**config.mk**
```make
export PLATFORM = sky130hd
export DESIGN_NAME = rvfi_commit_sched
export DESIGN_NICKNAME = d
export VERILOG_FILES = /design/src/rtl/rvfi_commit_sched.sv
export SDC_FILE = /design/constraint.sdc
export NUM_CORES = 2
export LEC_CHECK = 0
export CAP_MARGIN = 15
export CORE_ASPECT_RATIO = 1.25
export CORE_UTILIZATION = 64
export CTS_CLUSTER_DIAMETER = 150
export DETAILED_ROUTE_END_ITERATION = 8
export PLACE_DENSITY = 0.82
export SYNTH_ARGS = -nofsm -noshare
export SYNTH_HDL_FRONTEND = slang
export SYNTH_SLANG_ARGS = --single-unit
```
**constraint.sdc**
```tcl
create_clock -name clk -period 60.2 [get_ports clk]
set_clock_uncertainty 0.05 [all_clocks]
set_input_delay 6.02 -clock clk [delete_from_list [all_inputs] [get_ports clk]]
set_output_delay 6.02 -clock clk [all_outputs]
set_load 0.01 [all_outputs]
```
**src/rtl/rvfi_commit_sched.sv**
```systemverilog
// rvfi_commit_sched: dual-lane retirement to single-lane RVFI commit scheduler.
// Buffers up to two in-order commit records per cycle and emits one record per
// cycle with a running 64-bit retirement order, plus sticky halt/error flags.
module rvfi_commit_sched #(
   parameter int unsigned DEPTH = 8,
   parameter int unsigned PKT_W = 311
) (
   input  logic                    clk,
   input  logic                    rst,
   input  logic [1:0]              in_valid,
   input  logic [PKT_W-1:0]        in_pkt0,
   input  logic [PKT_W-1:0]        in_pkt1,
   output logic                    in_ready,
   output logic                    out_valid,
   output logic [63:0]             out_order,
   output logic [PKT_W-1:0]        out_pkt,
   output logic [$clog2(DEPTH):0]  occupancy,
   output logic                    halt,
   output logic                    error
);

   localparam int unsigned IDX_W = $clog2(DEPTH);
   localparam int unsigned PTR_W = IDX_W + 1;

   // Highest occupancy that still leaves room for a full lane pair.
   localparam logic [PTR_W-1:0] OCC_MAX_ACCEPT = PTR_W'(DEPTH - 2);

   // Record field positions used by halt detection.
   localparam int unsigned INST_LSB     = 279;
   localparam int unsigned PC_RDATA_LSB = 136;
   localparam int unsigned PC_WDATA_LSB = 104;

   // Self-branch / self-jump encodings that the core uses to park itself.
   localparam logic [31:0] INST_BEQ_SELF = 32'h0000_0063;
   localparam logic [31:0] INST_JAL_SELF = 32'h0000_006f;

   // Storage (contents are not reset; validity is tracked by the pointers).
   logic [PKT_W-1:0] mem_q [DEPTH];

   logic [PTR_W-1:0] wr_ptr_q, wr_ptr_d;
   logic [PTR_W-1:0] rd_ptr_q, rd_ptr_d;
   logic [63:0]      order_q, order_d;
   logic             out_valid_q, out_valid_d;
   logic [63:0]      out_order_q, out_order_d;
   logic [PKT_W-1:0] out_pkt_q, out_pkt_d;
   logic             halt_q, halt_d;
   logic             error_q, error_d;

   logic [PTR_W-1:0] occ_c;
   logic             ready_c;
   logic             push0_c;
   logic             push1_c;
   logic             pop_c;
   logic             reject_c;
   logic             halt_hit_c;
   logic [IDX_W-1:0] wr_idx0_c;
   logic [IDX_W-1:0] wr_idx1_c;
   logic [IDX_W-1:0] rd_idx_c;
   logic [31:0]      out_inst_c;
   logic [31:0]      out_pc_rdata_c;
   logic [31:0]      out_pc_wdata_c;

   // Acceptance, rejection and pointer arithmetic from registered state.
   always_comb begin
      occ_c     = wr_ptr_q - rd_ptr_q;
      ready_c   = !halt_q && (occ_c <= OCC_MAX_ACCEPT);
      // Lane0 alone or both lanes; lane1 alone never writes.
      push0_c   = ready_c && in_valid[0];
      push1_c   = ready_c && (in_valid == 2'b11);
      reject_c  = (in_valid == 2'b10) || ((in_valid != 2'b00) && !ready_c);
      pop_c     = (occ_c != '0);
      wr_idx0_c = wr_ptr_q[IDX_W-1:0];
      wr_idx1_c = wr_ptr_q[IDX_W-1:0] + IDX_W'(1);
      rd_idx_c  = rd_ptr_q[IDX_W-1:0];
   end

   // Halt decode on the record currently held in the output register.
   always_comb begin
      out_inst_c     = out_pkt_q[INST_LSB +: 32];
      out_pc_rdata_c = out_pkt_q[PC_RDATA_LSB +: 32];
      out_pc_wdata_c = out_pkt_q[PC_WDATA_LSB +: 32];
      halt_hit_c     = out_valid_q &&
                       ((out_pc_rdata_c == out_pc_wdata_c) ||
                        (out_inst_c == INST_BEQ_SELF) ||
                        (out_inst_c == INST_JAL_SELF));
   end

   // Next-state: pointers, order counter, output register and sticky flags.
   always_comb begin
      wr_ptr_d    = wr_ptr_q + PTR_W'(push0_c) + PTR_W'(push1_c);
      rd_ptr_d    = rd_ptr_q;
      order_d     = order_q;
      out_valid_d = pop_c;
      out_order_d = out_order_q;
      out_pkt_d   = out_pkt_q;
      halt_d      = halt_q | halt_hit_c;
      error_d     = error_q | reject_c;
      if (pop_c) begin
         rd_ptr_d    = rd_ptr_q + PTR_W'(1);
         out_pkt_d   = mem_q[rd_idx_c];
         out_order_d = order_q;
         order_d     = order_q + 64'd1;
      end
   end

   // Control and output registers.
   always_ff @(posedge clk or posedge rst) begin
      if (rst) begin
         wr_ptr_q    <= '0;
         rd_ptr_q    <= '0;
         order_q     <= '0;
         out_valid_q <= 1'b0;
         out_order_q <= '0;
         out_pkt_q   <= '0;
         halt_q      <= 1'b0;
         error_q     <= 1'b0;
      end else begin
         wr_ptr_q    <= wr_ptr_d;
         rd_ptr_q    <= rd_ptr_d;
         order_q     <= order_d;
         out_valid_q <= out_valid_d;
         out_order_q <= out_order_d;
         out_pkt_q   <= out_pkt_d;
         halt_q      <= halt_d;
         error_q     <= error_d;
      end
   end

   // Storage writes; a lane pair may straddle the end of the buffer.
   always_ff @(posedge clk) begin
      if (push0_c) begin
         mem_q[wr_idx0_c] <= in_pkt0;
      end
      if (push1_c) begin
         mem_q[wr_idx1_c] <= in_pkt1;
      end
   end

   assign in_ready  = ready_c;
   assign occupancy = occ_c;
   assign out_valid = out_valid_q;
   assign out_order = out_order_q;
   assign out_pkt   = out_pkt_q;
   assign halt      = halt_q;
   assign error     = error_q;

endmodule

```
==> impl_metrics.tcl <==
set metrics [dict create \
    wp_data_arrival_ps 12150 \
    place.detailed.instances 12470 \
    worst_setup_path_type "in2reg" \
    rsz_0062_raised_after_global_routing "no" \
    fillerInstances 12788 \
    initial_utilization_pct 64.6 \
    netlist_area_um2 139000 \
    clkTransAtPathRegs_ps 60 \
    cts.sink_count 2938 \
    netlist_instances 9049 \
    min-delay-path-class "reg2reg" \
    cts.repair.resized 0 \
    global_route_wire_length_before_repair_um 596000 \
    postRouteAntennaNets 0 \
    total_number_of_h_tree_levels 5 \
    dpl.hpwl_um 235000 \
    synth.distinct_cells 47 \
    die_h_um 523 \
    power-per-cell-area_nw_per_um2 47.7 \
    layout_worst_path_cycle_share_pct 19.5 \
    tritoncts "yes" \
    numPortBuffers 1008 \
    status "completed" \
    ios 1009 \
    synth_seq_area_share_pct 61.8 \
    floorplan.die.width_um 419 \
    rows 190 \
    critical_path.max_stage_delay_ps 890 \
    p_leak_uw 0.0564 \
    synth.ff_latch_count 2938 \
    vias_per_cell 6.73 \
    root_buffer "sky130_fd_sc_hd__clkbuf_16" \
    drive_above_1_share_pct 31.0 \
    pin_count_of_the_biggest_net_entering_global_routing 188 \
    post_drt_wl_per_cell_um 31.2 \
    critical_path_required_ps 60630 \
    total_nets_after_synthesis 9684 \
    report.final.slew_viol_count 0 \
    grt_total_ovfl 0 \
    startpoint_type "primary input" \
    area_growth_pct 15.9 \
    timing.critical_path.mode_cell "sky130_fd_sc_hd__buf_4" \
    critPathCaptureType "flip-flop" \
    instances_no_fill 13129 \
    residual_drc_count 0 \
    detail_route.iter0.violations 10970 \
    ir_drop_worst_case_vdd_mv 0.0533 \
    worstPathMaxFanout 58 \
    max-cap-violations 0 \
    timing.critical_path.cells "clkdlybuf4s50_1 > nand4_2 > inv_2 > and2_1 > nand3_4 > o31ai_4 > buf_4 > buf_4 > buf_4 > buf_4" \
    setup_viol_count_final 0 \
    drt_first_pass_iters 6 \
    cts_inserted_buffers 292 \
    clock_latency_ps 880 \
    floorplan.core_area_um2 215000 \
    cts_setup_buffers 0 \
    finalWorstPathRequiredPeriod_ps 11720 \
    max_freq_mhz 85.3 \
    final.setup.tns_ps 0 \
    place_congestion 0.919 \
    syn_warnings 0 \
    finalWirelength_um 410000 \
    cpMaxStageDelayCell "sky130_fd_sc_hd__buf_4" \
    max-clock-path-buffers 4 \
    worst_relative_slew_slack_pct 7.04 \
    timing_worst_slew_pin_value_ps 1390 \
    num-nets-final 10519 \
    cts_hold_buf 0 \
    grt_pass1_vias 90216 \
    antenna_found_initial 187 \
    globalRouteTotalUtil_pct 37.4 \
    finalHoldViolCount 0 \
    synthesis.area_per_instance_um2 15.4 \
    route.vias.total 88303 \
    die-area_um2 219000 \
]
[state kept, by name, summed over array words and instances (netlist names)]
register / flops
error: 1
halt: 1
mem_q: 2488
order_q: 64
out_order: 64
out_pkt: 311
out_valid: 1
rd_ptr_q: 4
wr_ptr_q: 4
[layout by cell type, fill, tap and decap left out, drive strengths merged, types with 2 or more instances in the layout]
cell	n
nor2	339
ha	7
nor3	20
clkinv	81
a21o	2
dfrtp	450
and2	8
o21ai	7
nand4	34
xnor2	69
mux2	2177
a21oi	2
edfxtp	2488
mux4	622
or4	4
and4	2
o31ai	4
clkinvlp	4
a41o	3
bufinv	11
xor2	37
clkdlybuf4s50	1008
buf	137
clkbuf	422
inv	20
a31oi	312
fa	2
nand3	26
or2	4
or3	5
nand2	1778
nor4	13
and3	7
diode	135
[Yosys cell counts, drive strengths merged]
| cell | count | area share, % |
|---|---|---|
| ha | 7 | 0.063 |
| xor2 | 37 | 0.23 |
| nand2 | 1778 | 4.8 |
| nor4b | 1 | 0.0063 |
| clkbuf | 284 | 0.77 |
| nor2b | 1 | 0.0045 |
| nor2 | 339 | 0.92 |
| and2 | 8 | 0.036 |
| nand4 | 34 | 0.16 |
| buf | 320 | 1.1 |
| and3 | 7 | 0.032 |
| nor4 | 13 | 0.059 |
| a21o | 2 | 0.011 |
| nand3b | 1 | 0.0054 |
| and3b | 1 | 0.0063 |
| dfrtp | 450 | 8.1 |
| nor4bb | 1 | 0.0072 |
| nor3 | 20 | 0.072 |
| and4 | 2 | 0.013 |
| mux2 | 2177 | 18 |
| inv | 13 | 0.035 |
| or3 | 5 | 0.024 |
| o21ai | 7 | 0.025 |
| o21bai | 1 | 0.0054 |
| edfxtp | 2488 | 54 |
| a21oi | 2 | 0.0072 |
| or4 | 4 | 0.027 |
| o31ai | 4 | 0.022 |
| mux4 | 622 | 10 |
| or2 | 4 | 0.018 |
| a41o | 3 | 0.022 |
| a31oi | 312 | 1.4 |
| clkinv | 1 | 0.0027 |
| fa | 2 | 0.029 |
| nand3 | 26 | 0.10 |
| o41ai | 1 | 0.0063 |
| a311o | 1 | 0.0081 |
| o311ai | 1 | 0.0063 |
| xnor2 | 69 | 0.43 |
[layout make-up]
class                      instances  area (µm²)  share of cell area, %
tap                             2880        3600                   2.24
clock inverter                   102         816                  0.506
inverter                          14        77.6                 0.0481
timing repair buffer            1145       11400                   7.05
sequential                      2938       86000                   53.4
multi-input combinational       5493       50600                   31.4
antenna                          135         338                  0.210
clock buffer                     422        8360                   5.19
[worst paths after layout]
| kind | to | from | depth (start not counted) | slack, ps |
|---|---|---|---|---|
| worst max-delay path | mem_q[4][222]$_DFFE_PP_ | in_valid[0] | 10 | 48480 |
| worst min-delay path | out_order[9]$_DFFE_PP0P_ | out_order[9]$_DFFE_PP0P_ | 2 | 420 |
| worst max register to register | mem_q[4][222]$_DFFE_PP_ | wr_ptr_q[0]$_DFF_PP0_ | 14 | 51740 |
| worst min register to register | out_order[9]$_DFFE_PP0P_ | out_order[9]$_DFFE_PP0P_ | 2 | 420 |
| max in group asynchronous | out_pkt[114]$_DFFE_PP0P_ | rst | 5 | 51260 |
| min in group asynchronous | out_pkt[36]$_DFFE_PP0P_ | rst | 2 | 5730 |
[worst max-delay path, delay by kind of cell]
kind / cells / cell delay (ps)
compound gates: 1 / 250
buf+inv: 6 / 4060
simple gates: 3 / 1520
[metrics by stage]
step / utilization [%] / hold WS [ps] / worst slack (ps) / instance area [µm²] / power, µW
finish: 74.9 / 415 / 48480 / 161000 / 7690
global route: 74.8 / 428 / 48350 / 161000 / 7940
CTS: 74.7 / 418 / 48580 / 161000 / 7680
detailed placement: 70.5 / 405 / 47680 / 152000 / 5890
global placement: 70.5 / 400 / 47680 / 152000 / 5810
floorplan: - / 391 / 21140 / 139000 / 5120
[layer usage]
layer	track usage (%)	part of all wire, %	routed length [µm]
met1	46.4	35	143000
met2	59.7	48	198000
met4	20.5	5.4	22000
met5	0	0.20	820
met3	10.4	11	46500
[report_power, final]
group	total (µW)	switching (µW)	internal, µW
clock network	1790	780	1010
logic	2750	1590	1160
registers	3150	272	2870
total	7690	2640	5050
[logic make-up after synthesis]
group | Yosys count | share of synthesized area (%)
simple gates | 2245 | 6.28
fa+ha+maj | 9 | 0.0918
xor+xnor | 106 | 0.668
mux | 2799 | 27.7
compound gates | 334 | 1.52
flops | 2938 | 61.8
buf+inv | 618 | 1.88
No activity file was read; power rests on OpenSTA's default activity.
